`config.mk`:
```
export PLATFORM = sky130hd
export DESIGN_NAME = mem_initiator
export DESIGN_NICKNAME = d
export VERILOG_FILES = /design/src/rtl/mem_pkg.sv /design/src/rtl/mem_initiator.sv
export SDC_FILE = /design/constraint.sdc
export NUM_CORES = 1
export LEC_CHECK = 0
export BUFFER_PORTS_ARGS = -buffer_cell sky130_fd_sc_hd__buf_2
export CAP_MARGIN = 5
export CORE_MARGIN = 2
export CORE_UTILIZATION = 25
export DETAILED_ROUTE_END_ITERATION = 8
export HOLD_SLACK_MARGIN = 0.1
export PLACE_DENSITY_LB_ADDON = 0.05
export SLEW_MARGIN = 25
export SYNTH_ARGS = -nofsm -noshare
export SYNTH_HDL_FRONTEND = slang
export SYNTH_SLANG_ARGS = --single-unit
```
`constraint.sdc`:
```
create_clock -name clk -period 1.89 [get_ports clk]
set_input_delay 0.0945 -clock clk [delete_from_list [all_inputs] [get_ports clk]]
set_output_delay 0.0945 -clock clk [all_outputs]
set_load 0.02 [all_outputs]
```
`src/rtl/mem_pkg.sv`:
```
// ---------------------------------------------------------------------------
// mem_pkg
// Shared types and constants for the memory initiator and its users.
//   ADDR_W / DATA_W   : memory port geometry (32 words x 8 bits)
//   mem_init_state_t  : initiator FSM states
//   mem_req_t         : one command as issued by the control path
// ---------------------------------------------------------------------------
package mem_pkg;

    localparam int ADDR_W = 5;
    localparam int DATA_W = 8;

    typedef enum logic [2:0] {
        IDLE,
        RD_ACCESS,
        WR_ACCESS,
        VERIFY,
        RESP
    } mem_init_state_t;

    typedef struct packed {
        logic              write;
        logic [ADDR_W-1:0] addr;
        logic [DATA_W-1:0] wdata;
    } mem_req_t;

endpackage

```
`src/rtl/mem_initiator.sv`:
```
// ---------------------------------------------------------------------------
// mem_initiator
// Master side of the CPU's 32x8 memory port. Takes one read or write command
// at a time over a valid/ready handshake, drives address/writeData/memRead/
// memWrite to the memory, registers read data and returns a one-cycle
// response pulse.
//
// Optional build macro: MEM_INITIATOR_VERIFY_EN
//   Adds a read-back VERIFY cycle after every write and a sticky verify_err
//   output. Without it there is no VERIFY state and no verify_err port.
//
// Ports
//   clk, rst              clock; asynchronous active-high reset
//   req_valid/req_ready   command handshake
//   req_write/addr/wdata  command fields (held stable until accepted)
//   rsp_valid             one-cycle completion pulse for reads and writes
//   rsp_data              last read value, held until the next read completes
//   mem_address           memory address (stable between acceptances)
//   mem_writeData         memory write data (stable between acceptances)
//   mem_memRead           memory read enable
//   mem_memWrite          memory write enable
//   mem_rdata             combinational read data from memory
//   busy                  high whenever the FSM is not IDLE
//   verify_err            (VERIFY build only) sticky write-verify failure
//
// State table
//   IDLE      | ready for a command
//   RD_ACCESS | memRead held for WAIT_CYCLES+1 cycles, data sampled on last
//   WR_ACCESS | memWrite high for exactly one cycle
//   VERIFY    | read-back of the written word, compared with writeData
//   RESP      | rsp_valid pulse, then back to IDLE
// ---------------------------------------------------------------------------
module mem_initiator #(
    parameter int ADDR_W      = mem_pkg::ADDR_W,
    parameter int DATA_W      = mem_pkg::DATA_W,
    parameter int WAIT_CYCLES = 0
) (
    input  logic              clk,
    input  logic              rst,
    input  logic              req_valid,
    output logic              req_ready,
    input  logic              req_write,
    input  logic [ADDR_W-1:0] req_addr,
    input  logic [DATA_W-1:0] req_wdata,
    output logic              rsp_valid,
    output logic [DATA_W-1:0] rsp_data,
    output logic [ADDR_W-1:0] mem_address,
    output logic [DATA_W-1:0] mem_writeData,
    output logic              mem_memRead,
    output logic              mem_memWrite,
    input  logic [DATA_W-1:0] mem_rdata,
    output logic              busy
`ifdef MEM_INITIATOR_VERIFY_EN
    ,
    output logic              verify_err
`endif
);

    import mem_pkg::*;

    localparam logic [2:0] WAIT_LD = 3'(WAIT_CYCLES);

    mem_init_state_t state, state_nxt;
    logic [2:0]      wait_cnt;
    logic            accept;
    logic            rd_last;

    assign accept  = req_valid && (state == IDLE);
    // Down-counter reaches terminal count on the last memRead cycle.
    assign rd_last = (state == RD_ACCESS) && (wait_cnt == 3'd0);

    always_ff @(posedge clk or posedge rst) begin
        if (rst) begin
            state <= IDLE;
        end else begin
            state <= state_nxt;
        end
    end

    // Memory strobes are decoded from the state register only, so an
    // asynchronous reset removes memWrite immediately and no partial write
    // reaches the memory.
    always_comb begin
        state_nxt    = state;
        req_ready    = 1'b0;
        busy         = 1'b1;
        rsp_valid    = 1'b0;
        mem_memRead  = 1'b0;
        mem_memWrite = 1'b0;
        case (state)
            IDLE: begin
                req_ready = 1'b1;
                busy      = 1'b0;
                if (req_valid) begin
                    state_nxt = req_write ? WR_ACCESS : RD_ACCESS;
                end
            end
            RD_ACCESS: begin
                mem_memRead = 1'b1;
                if (wait_cnt == 3'd0) begin
                    state_nxt = RESP;
                end
            end
            WR_ACCESS: begin
                mem_memWrite = 1'b1;
`ifdef MEM_INITIATOR_VERIFY_EN
                state_nxt    = VERIFY;
`else
                state_nxt    = RESP;
`endif
            end
`ifdef MEM_INITIATOR_VERIFY_EN
            VERIFY: begin
                mem_memRead = 1'b1;
                state_nxt   = RESP;
            end
`endif
            RESP: begin
                rsp_valid = 1'b1;
                state_nxt = IDLE;
            end
            default: begin
                state_nxt = IDLE;
            end
        endcase
    end

    always_ff @(posedge clk or posedge rst) begin
        if (rst) begin
            mem_address   <= '0;
            mem_writeData <= '0;
            wait_cnt      <= 3'd0;
            rsp_data      <= '0;
        end else begin
            if (accept) begin
                mem_address   <= req_addr;
                mem_writeData <= req_wdata;
                wait_cnt      <= WAIT_LD;
            end else if ((state == RD_ACCESS) && (wait_cnt != 3'd0)) begin
                wait_cnt <= wait_cnt - 3'd1;
            end
            if (rd_last) begin
                rsp_data <= mem_rdata;
            end
        end
    end

`ifdef MEM_INITIATOR_VERIFY_EN
    always_ff @(posedge clk or posedge rst) begin
        if (rst) begin
            verify_err <= 1'b0;
        end else if ((state == VERIFY) && (mem_rdata != mem_writeData)) begin
            verify_err <= 1'b1;
        end
    end
`endif

endmodule
```
Yosys cells after proc, flatten, opt, wreduce, memory -nomap -nowiden
Index checks and enable logic that the tools add are counted.

Register bits: 27. Latch bits: 0. Bits in writable memories: 0. Memory bits (read-only): 0. Output and inout port bits: 26. Word-level logic and storage cells: 30. Memories: 0.

Add/sub/neg operators: 1. $mul: 0. Div/mod/pow operators: 0. $lt $le $gt $ge: 0. Equality and inequality tests: 5. Shift-type cells: 0. Muxes and demuxes: 11. Bitwise operators: 0. Reductions and logical operators: 8.

Operator list (number): 3-bit two-way mux (4); 3-bit case mux with 3 select lines (1); 3-bit logical NOT (2); 1-bit two-way mux (5); 2-bit inequality test, second input constant (2); 3-bit by 1-bit equality test with 1-bit output, second input constant (1); 3-bit by 2-bit equality test with 1-bit output, second input constant (1); 3-bit equality test, second input constant (1); 1-bit logical AND (3); 3-bit nonzero test (1); 3-bit by 1-bit subtractor with 3-bit output, second input constant (1); 2-bit two-way mux (1); 2-bit AND reduction (1); 2-bit nonzero test (1).

Longest topological paths before layout
Gate-level depths: netlist (run 1).

Word-level depth: 4. Depth in mapped cells: 6.

Least setup slack after synthesis (run 1)
No wires, ideal clock.

Path kind: register to register. From: reg state[2]. To: reg mem_address[1]. Setup time: 0.125 ns. Arrival time: 1.500 ns. Path slack: 0.265 ns. Stages on the path, launching flop included: 5. Path buffers: 2. Cell sequence: dfrtp_1 -> or4b_1 -> buf_6 -> buf_12 -> mux2_4.

Word-level cells in the longest chain between the ends: 2.

Ends and longest elaborated chain: from (decl) (RTL line mem_initiator.sv:63) `mem_init_state_t state, state_nxt;`; from (signal assigned) (RTL line mem_initiator.sv:76) `state <= state_nxt;`; 3-bit logical NOT (RTL line mem_initiator.sv:68) `assign accept = req_valid && (state == IDLE);`; 1-bit logical AND (RTL line mem_initiator.sv:68); to (signal assigned) (RTL line mem_initiator.sv:136) `mem_address <= req_addr;`; to (decl) (RTL line mem_initiator.sv:47) `output logic [ADDR_W-1:0] mem_address,`.

Every way passes these cells. A chain may end at the register's enable or synchronous reset.

Worst setup path after layout (run 1)
From: reg state[0]. To: reg mem_writeData[0].

Word-level cells in the longest chain between the ends: 2.

Ends and longest elaborated chain: 3-bit logical NOT (RTL line mem_initiator.sv:68); 1-bit logical AND (RTL line mem_initiator.sv:68); to (signal assigned) (RTL line mem_initiator.sv:137) `mem_writeData <= req_wdata;`; to (decl) (RTL line mem_initiator.sv:48) `output logic [DATA_W-1:0] mem_writeData,`.

Every way passes these cells.

==> results.yml, run 1 <==
clocking:
  cts_root_buf: "clkbuf_8"
  cts.path.max_buffers: 2
  cts-resized-gates: 0
  cts_buffers: 3
  postCtsHoldBufs: 24
  htreeDepth: 1
  cts_tree: "done"
  clkTransAtPathRegs_ns: 0.10
  postCtsSetupBuffers: 0
  clk_latency_ns: 0.27
  clock_sinks: 27
drt:
  wl_per_cell_um: 11.9
  totalWireLength_um: 2480
  ant_nets: 0
  route.detailed.drc: 0
  routed_via_density: 4.15
  dr.first_iter.drc_count: 16
  num_vias: 863
  firstDrtPassIters: 2
synth:
  syn_area_mm2: 0.00114
  synth-seq-cells: 27
  yosysTopAreaCell: "dfrtp_1"
  synth_cells: 76
  yosys-top-cells-area: "dfrtp_1, mux2_2, mux2_4"
  ys_seq_area_share_pct: 59.0
  netlist.area_leader.share_pct: 59.0
  avgSynthCellArea_um2: 15.1
  yosysWarnings: 0
  yosysUniqueCellTypes: 20
  synth_nets: 103
die:
  fp.dieH_um: 71.7
  core-area_mm2: 0.00438
  rows: 24
  start_util_pct: 26.1
  io_pins: 51
  die_x_um: 71.7
  design.die.area_mm2: 0.00514
grt:
  grt_max_degree: 28
  antenna_found_initial: 0
  grt.overflow.total: 0
  gr-max-usage-layer: "met2"
  gr-usage-met2_pct: 19.1
  grt_use_met1_pct: 12.2
  gr-usage-met3_pct: 3.09
  grt_pass1_vias: 945
  grt_pass1_wl_um: 4260
  track_usage_pct: 10.6
place:
  place_congestion: 0.726
  dp_slack_ns: 0.252
  dp_hpwl_um: 1760
  io_buffer_count: 50
worst_setup_path:
  worstSetupEndpointType: "flop"
  crit_required_ns: 2.05
  cp_max_fo: 12
  cp-start-kind: "flop"
  crit_start: "state[0]$_DFFE_PP0P_"
  r2r-end: "mem_writeData[0]$_DFFE_PP0N_"
  r2r_slack_ns: 0.26
  critical_path_cell_count: 3
  critPathSlowestCell: "or4b_1"
  r2r_cells: 3
  arrival_ns: 1.79
  slowest_delay_ns: 0.56
  critPathKind: "flop to flop"
  path_cells: "or4b_1, buf_4, mux2_4"
  r2r-start: "state[0]$_DFFE_PP0P_"
  path_delay_family: "simple AND/OR/NAND/NOR gates"
  cp.buffers_inverters: 1
timing:
  period_needed_ns: 1.63
  setup_violations: 0
  finalCritPeriodShare_pct: 86.1
  fin_tns_setup_ns: 0
  fmax_mhz: 615
  postLayoutSetupSlackWorst_ns: 0.263
  report.final.slew_viol_count: 0
  rsz0062_at_grt: "false"
  worstMarginPinSlew_ns: 0.396
  maxSlewHeadroom_pct: 73.6
  finClkSkew_ns: 0.00599
  finalHoldViolCount: 0
finish:
  nNetsFinal: 184
  diodes: 0
  drive_gt1_share_pct: 52.6
  syn2layout_area_growth_pct: 53.1
  fillers: 418
run:
  maxCapViolCount: 0
power_and_ir_drop:
  pwr_density_cell_mw_per_mm2: 1190
  max-vdd-ir-drop_v: 0.000537
  power_mw: 2.09
  p_leak_nw: 0.885
worst_hold_path:
  hold_class: "primary input to asynchronous set/reset pin"
outcome:
  status: "completed"
==> Yosys cell counts (all sizes together) <==
library cell / number
or3: 1
mux2i: 3
nand2b: 2
ha: 2
o21ai: 1
buf: 2
nand2: 4
or4b: 1
xnor2: 1
clkbuf: 1
mux2: 21
a211oi: 1
nand3: 1
nor3b: 3
dfrtp: 27
inv: 4
and3: 1
==> sequential cells by signal, summed over array words and instances, names as in the netlist <==
signal and flops:
wait_cnt 3, rsp_data 8, mem_writeData 8, state 3, mem_address 5
==> worst reg2reg max path, stage by stage, from the launching register on <==
cell	delay (ns)
dfrtp_1	0.44
or4b_1	0.56
buf_4	0.22
mux2_4	0.30
==> cell usage in the layout, fill, tap and decap left out <==
cell,Yosys,layout
a211oi_1,1,1
ha_1,2,2
buf_4,0,5
nor3b_2,1,1
nand2_1,4,4
dfrtp_1,27,27
and3_1,1,1
mux2i_1,3,3
nor3b_1,2,2
o21ai_0,1,1
xnor2_1,1,1
nand3_1,1,1
mux2_4,6,6
nand2b_1,2,2
or4b_1,1,1
inv_1,4,4
dlygate4sd3_1,0,24
inv_6,0,1
clkbuf_8,0,3
mux2_2,15,15
or3_2,1,1
buf_2,0,50
==> layer usage <==
| metal | vias to the layer above | routed length [µm] |
|---|---|---|
| li1 | 419 | - |
| met1 | 407 | 1050 |
| met2 | 35 | 1250 |
| met3 | 2 | 161 |
| met4 | 0 | 17 |
| met5 | - | 0 |
==> cells by family (layout without fill, tap and decap cells) <==
logic type	Yosys count	in the layout	share of synthesized area (%)
buf+inv	7	87	4.37
fa+ha+maj	2	2	2.19
simple gates	13	13	7.32
xor+xnor	1	1	0.765
flops	27	27	59.0
mux	24	24	25.2
compound gates	2	2	1.09
==> through the flow <==
step | hold slack (ns) | cell area, µm² | std cells | util [%]
5_1_grt | 0.465 | 1750 | 208 | 40.0
3_3_place_gp | 0.176 | 1460 | 180 | 33.4
2_1_floorplan | 0.147 | 1140 | 76 | -
4_1_cts | 0.426 | 1750 | 208 | 40.0
6_report | 0.420 | 1750 | 208 | 40.0
3_5_place_dp | 0.184 | 1460 | 180 | 33.4
==> area by class of cell <==
type | instances | area [µm²] | share of cell area (%)
tap | 52 | 65.1 | 3.71
clock buffer | 3 | 41.3 | 2.36
clock inverter | 1 | 8.76 | 0.500
inverter | 4 | 15.0 | 0.857
timing repair buffer | 79 | 528 | 30.1
sequential | 27 | 676 | 38.5
multi-input combinational | 42 | 419 | 23.9
==> worst max-delay path by stage <==
stage,end,slack [ns]
final,mem_writeData[0]$_DFFE_PP0N_,0.26
after global routing,rsp_data[1]$_DFFE_PP0P_,0.14
after CTS,req_ready,0.23
after detailed placement,rsp_data[5]$_DFFE_PP0P_,0.25
after global placement,rsp_data[4]$_DFFE_PP0P_,0.28
after floorplan,mem_address[1]$_DFFE_PP0N_,0.26
==> power by group <==
| part | total, mW | internal, mW | leakage (nW) | switching, mW |
|---|---|---|---|---|
| clock | 0.342 | 0.155 | 0.0261 | 0.188 |
| sequential | 0.866 | 0.770 | 0.327 | 0.0958 |
| combinational | 0.878 | 0.407 | 0.532 | 0.471 |
Power figures use the tool's default switching activity.
==> inputs of run 2 (changes only) <==
--- a/config.mk
+++ b/config.mk
@@ -7,6 +7,8 @@
 export LEC_CHECK = 0
 export BUFFER_PORTS_ARGS = -buffer_cell sky130_fd_sc_hd__buf_2
 export CAP_MARGIN = 5
+export CELL_PAD_IN_SITES_DETAIL_PLACEMENT = 0
+export CELL_PAD_IN_SITES_GLOBAL_PLACEMENT = 1
 export CORE_MARGIN = 2
 export CORE_UTILIZATION = 25
 export DETAILED_ROUTE_END_ITERATION = 8
==> run 2 against run 1 <==
Against the previous run: register-to-register slack got worse by 0.02 ns; combinational power fell by 3.0%; first-iteration DRC count rose by 31%; setup slack lost 0.016 ns; via count decreased by 2.3%; clock-buffer cell count grew 1; sequential cell count is the same; sequential share of layout area increased by 0.45 points; cell count shrank 0.96%; clock skew decreased by 0.0036 ns; critical endpoint is now mem_address[4]$_DFFE_PP0N_.
==> results.yml, run 2 (synthesized netlist as in run 1, its figures left out) <==
timing:
  finClkSkew_ns: 0.00241
  setup_violations: 0
  maxSlewHeadroom_pct: 72.9
  rsz0062_at_grt: "false"
  fmax_mhz: 608
  worstMarginPinSlew_ns: 0.407
  finalHoldViolCount: 0
  fin_tns_setup_ns: 0
  postLayoutSetupSlackWorst_ns: 0.247
  report.final.slew_viol_count: 0
  finalCritPeriodShare_pct: 87.0
  period_needed_ns: 1.64
finish:
  top_regs: "mem_writeData (8), rsp_data (8), mem_address (5)"
  fin_util_pct: 39.5
  final_cell_mix: "buf_2, dfrtp_1, dlygate4sd3_1"
  syn2layout_area_growth_pct: 51.4
  final_cells: 206
  drive_gt1_share_pct: 51.3
  final_common_cell: "buf_2"
  diodes: 0
  nNetsFinal: 182
die:
  rows: 24
  core-area_mm2: 0.00438
  die_x_um: 71.7
  start_util_pct: 26.1
  fp.dieH_um: 71.7
  design.die.area_mm2: 0.00514
  io_pins: 51
place:
  place_congestion: 0.670
  io_buffer_count: 50
  dp_hpwl_um: 1620
  dp_slack_ns: 0.274
  dp.cells: 178
worst_setup_path:
  arrival_ns: 1.80
  cp_max_fo: 17
  cp-start-kind: "flop"
  slowest_delay_ns: 0.54
  crit_required_ns: 2.05
  worstSetupEndpointType: "flop"
  critPathSlowestCell: "or4b_1"
  path_cells: "or4b_1, buf_4, mux2_4"
  critPathKind: "flop to flop"
clocking:
  cts_buffers: 3
  cts_tree: "done"
  cts_root_buf: "clkbuf_8"
  clkTransAtPathRegs_ns: 0.09
  clock_sinks: 27
  clk_latency_ns: 0.27
  htreeDepth: 1
  postCtsSetupBuffers: 0
  cts.path.max_buffers: 2
run:
  maxCapViolCount: 0
worst_hold_path:
  hold_class: "primary input to asynchronous set/reset pin"
grt:
  track_usage_pct: 10.1
  grt_pass1_vias: 893
  antenna_found_initial: 0
  grt_pass1_wl_um: 4060
  grt.overflow.total: 0
  grt_max_degree: 28
drt:
  routed_via_density: 4.09
  route.detailed.drc: 0
  totalWireLength_um: 2340
  dr.first_iter.drc_count: 21
  num_vias: 843
  ant_nets: 0
  wl_per_cell_um: 11.4
  firstDrtPassIters: 3
power_and_ir_drop:
  p_leak_nw: 0.872
  pwr_density_cell_mw_per_mm2: 1180
  max-vdd-ir-drop_v: 0.000416
outcome:
  status: "completed"
run 2: changes by cell type in the layout (fill, tap and decap cells not counted), sizes merged:
cell    previous run  this run
inv                5         4
buf               55        53
clkbuf             3         4
run 2: worst max-delay path, delay by kind of cell, from the launching register on:
kind	cells	cell delay, ns
buf+inv	1	0.23
flops	1	0.45
mux	1	0.31
simple gates	1	0.54
run 2: metal layers:
metal | vias to the layer above | track usage (%) | part of all wire (%)
li1 | 414 | - | -
met1 | 399 | 12.1 | 44
met2 | 26 | 17.4 | 49
met3 | 4 | 2.11 | 5.3
met4 | 0 | 4.40 | 1.7
met5 | - | 0 | 0
run 2: cell type report:
| cell class | count | area (µm²) |
|---|---|---|
| fillers | 435 | 2650 |
| multi-input cells | 42 | 419 |
| inverters | 4 | 15.0 |
| flip-flops and latches | 27 | 676 |
| repair buffers | 77 | 513 |
| well taps | 52 | 65.1 |
| clock buffers | 4 | 45.0 |
run 2: report_power, final:
| part | switching, mW | internal [mW] | leakage [nW] |
|---|---|---|---|
| Sequential | 0.101 | 0.771 | 0.327 |
| Combinational | 0.456 | 0.396 | 0.523 |
| Clock | 0.171 | 0.151 | 0.0228 |
run 2: final timing paths:
| kind | from | end | slack, ns | depth (start not counted) |
|---|---|---|---|---|
| setup / recovery | state[2]$_DFFE_PP0P_ | mem_address[4]$_DFFE_PP0N_ | 0.25 | 3 |
| hold / removal | rst | mem_writeData[2]$_DFFE_PP0N_ | 0.42 | 4 |
| setup reg to reg | state[2]$_DFFE_PP0P_ | mem_address[4]$_DFFE_PP0N_ | 0.25 | 3 |
| hold reg to reg | wait_cnt[2]$_DFFE_PP0P_ | wait_cnt[2]$_DFFE_PP0P_ | 0.47 | 1 |
| max in group asynchronous | rst | state[0]$_DFFE_PP0P_ | 1.22 | 4 |
| min in group clk | wait_cnt[2]$_DFFE_PP0P_ | wait_cnt[2]$_DFFE_PP0P_ | 0.47 | 1 |
run 2: repair_timing:
| item | 4_1_cts | 5_1_grt |
|---|---|---|
| endpoints found under the hold margin | 50 | 0 |
| hold buffers | 24 | 0 |
| gates resized for setup | 0 | 0 |
run 2: metrics by stage:
| step | instance area (µm²) | hold slack, ns | power, mW |
|---|---|---|---|
| after floorplan | 1140 | 0.147 | 1.44 |
| after global placement | 1450 | 0.178 | 1.70 |
| after detailed placement | 1450 | 0.181 | 1.71 |
| after CTS | 1730 | 0.435 | 2.08 |
| after global routing | 1730 | 0.485 | 2.18 |
| final | 1730 | 0.419 | 2.04 |
==> inputs of run 3 (changes only) <==
--- a/config.mk
+++ b/config.mk
@@ -5,12 +5,14 @@
 export SDC_FILE = /design/constraint.sdc
 export NUM_CORES = 1
 export LEC_CHECK = 0
+export ABC_AREA = 1
 export BUFFER_PORTS_ARGS = -buffer_cell sky130_fd_sc_hd__buf_2
 export CAP_MARGIN = 5
 export CELL_PAD_IN_SITES_DETAIL_PLACEMENT = 0
 export CELL_PAD_IN_SITES_GLOBAL_PLACEMENT = 1
 export CORE_MARGIN = 2
 export CORE_UTILIZATION = 25
+export CTS_BUF_LIST = sky130_fd_sc_hd__clkbuf_8
 export DETAILED_ROUTE_END_ITERATION = 8
 export HOLD_SLACK_MARGIN = 0.1
 export PLACE_DENSITY_LB_ADDON = 0.05
==> run 3 against run 2 <==
Against the previous run: cell count grew 28%; combinational power shrank 22%; clock power grew 2%; sequential share of layout area decreased by 0.64 points; clock skew about the same; setup slack improved by 0.28 ns; first-iteration DRC count rose to 2.7 times the previous value; sequential cell count stayed put; largest power group unchanged; highest routed layer unchanged.
==> results.yml, run 3 <==
clocking:
  cts_tree: "done"
  clock_sinks: 27
  cts_buffers: 3
  cts-resized-gates: 0
  postCtsSetupBuffers: 0
  htreeDepth: 1
  postCtsHoldBufs: 23
  clk_latency_ns: 0.27
  clkTransAtPathRegs_ns: 0.09
  cts.path.max_buffers: 2
  cts_root_buf: "clkbuf_8"
grt:
  grt_pass1_vias: 1024
  track_usage_pct: 10.9
  grt_max_degree: 34
  antenna_found_initial: 0
  grt.overflow.total: 0
  grt_pass1_wl_um: 4490
drt:
  dr.first_iter.drc_count: 57
  routed_via_density: 4.16
  firstDrtPassIters: 4
  ant_nets: 0
  totalWireLength_um: 2740
  wl_per_cell_um: 10.4
  route.detailed.drc: 0
  num_vias: 1095
finish:
  diodes: 0
  final_cells: 263
  drive_gt1_share_pct: 29.2
  final_common_cell: "buf_2"
  nNetsFinal: 237
  fillers: 475
  syn2layout_area_growth_pct: 47.9
  final_cell_mix: "buf_2, nand2_1, dfrtp_1"
  top_regs: "mem_writeData (8), rsp_data (8), mem_address (5)"
run:
  maxCapViolCount: 0
power_and_ir_drop:
  seqPwrFrac_pct: 44.9
  max-vdd-ir-drop_v: 0.000281
  switching_share_pct: 38.0
  pwr_density_cell_mw_per_mm2: 1020
  p_leak_nw: 0.982
  internal_power_mw: 1.11
  comb_power_share_pct: 36.9
  power_mw: 1.79
  switchingPower_mw: 0.682
  clock_power_share_pct: 18.2
place:
  dp_hpwl_um: 1950
  place_congestion: 0.688
  dp.cells: 236
  io_buffer_count: 50
synth:
  yosysUniqueCellTypes: 18
  netlist.area_leader.share_pct: 56.7
  yosysWarnings: 0
  synthAdderAreaFrac_pct: 2.10
  synth_ff_type: "dfrtp_1"
  synth_most_common_cell: "nand2_1"
  ys_top_cells_by_count: "nand2_1, dfrtp_1, inv_1"
  yosysTopAreaCell: "dfrtp_1"
  synth-seq-cells: 27
  synth_nets: 161
  syn_area_mm2: 0.00119
  synthSimpleGateAreaFrac_pct: 22.8
  ys_seq_area_share_pct: 56.7
  synth.area.mux_share_pct: 0
  synth_top_family_by_area: "simple AND/OR/NAND/NOR gates"
  yosys-top-cells-area: "dfrtp_1, nand2_1, inv_1"
  synth_xor_area_share_pct: 0.735
  synth_compound_area_share_pct: 6.72
  synth_edf_count: 0
  async_flop_share_pct: 100
  synth_cells: 134
  avgSynthCellArea_um2: 8.89
timing:
  period_needed_ns: 1.37
  fin_tns_setup_ns: 0
  rsz0062_at_grt: "false"
  maxSlewHeadroom_pct: 76.4
  finalCritPeriodShare_pct: 72.3
  finalHoldViolCount: 0
  worstMarginPinSlew_ns: 0.354
  report.final.slew_viol_count: 0
  finClkSkew_ns: 0.00284
  setup_violations: 0
  fmax_mhz: 732
worst_setup_path:
  critPathKind: "flop to output pin"
  cp_max_fo: 10
  crit_required_ns: 1.80
  r2r_slack_ns: 0.63
  worstSetupEndpointType: "output pin"
  cp-start-kind: "flop"
  arrival_ns: 1.27
die:
  fp.dieH_um: 73.0
  rows: 25
  start_util_pct: 25.6
  design.die.area_mm2: 0.00533
  core-area_mm2: 0.00466
  die_x_um: 73.0
  io_pins: 51
worst_hold_path:
  hold_class: "primary input to flop"
outcome:
  status: "completed"
run 3: cell type report:
cell class,instances,area (µm²),share of cell area [%]
clock buffers,3,41.3,2.34
clock inverters,1,3.75,0.213
inverters,26,100,5.68
multi-input cells,78,385,21.9
flip-flops and latches,27,676,38.4
well taps,54,67.6,3.84
repair buffers,74,488,27.7
run 3: logic make-up (layout without fill, tap and decap cells):
group / count (synthesis) / in the layout
AO/OA/AOI/OAI: 16 / 16
XOR/XNOR: 1 / 1
adder cells (fa/ha/maj): 2 / 2
buffers and inverters: 29 / 104
flip-flops: 27 / 27
AND/OR/NAND/NOR: 59 / 59
run 3: per-layer routing:
metal  track usage (%)  wire length, µm
met1              13.0             1260
met2              18.6             1320
met3              2.21              127
met4              4.94               29
met5                 0                0
run 3: power by group through the flow:
stage / Sequential, mW / Clock [mW] / Combinational (mW)
2_1_floorplan: 0.999 / 0 / 0.232
3_3_place_gp: 0.818 / 0 / 0.632
3_5_place_dp: 0.819 / 0 / 0.636
4_1_cts: 0.809 / 0.352 / 0.673
5_1_grt: 0.827 / 0.368 / 0.725
6_report: 0.806 / 0.326 / 0.662
run 3: worst paths after layout:
| kind | end | start | depth (start not counted) |
|---|---|---|---|
| min in group asynchronous | mem_writeData[3]$_DFFE_PP0N_ | rst | 4 |
| setup / recovery | mem_memRead | state[2]$_DFFE_PP0P_ | 4 |
| hold reg to reg | rsp_data[0]$_DFFE_PP0P_ | rsp_data[0]$_DFFE_PP0P_ | 2 |
| setup reg to reg | wait_cnt[0]$_DFFE_PP0P_ | state[2]$_DFFE_PP0P_ | 4 |
| hold / removal | state[2]$_DFFE_PP0P_ | req_valid | 3 |
| max in group asynchronous | rsp_data[5]$_DFFE_PP0P_ | rst | 4 |
run 3: per-stage QoR:
step	setup WS (ns)	hold WS, ns	utilization (%)	instance area, µm²
final	0.523	0.123	37.8	1760
after global routing	0.430	0.170	37.8	1760
after CTS	0.505	0.120	37.8	1760
after detailed placement	0.633	0.185	31.9	1490
after global placement	0.633	0.178	31.9	1490
after floorplan	0.804	0.147	-	1190
run 3: critical path, cell delays in order (launching register included):
cell	delay, ns
dfrtp_1	0.41
nor2_4	0.18
nand2_2	0.11
inv_4	0.12
buf_2	0.18
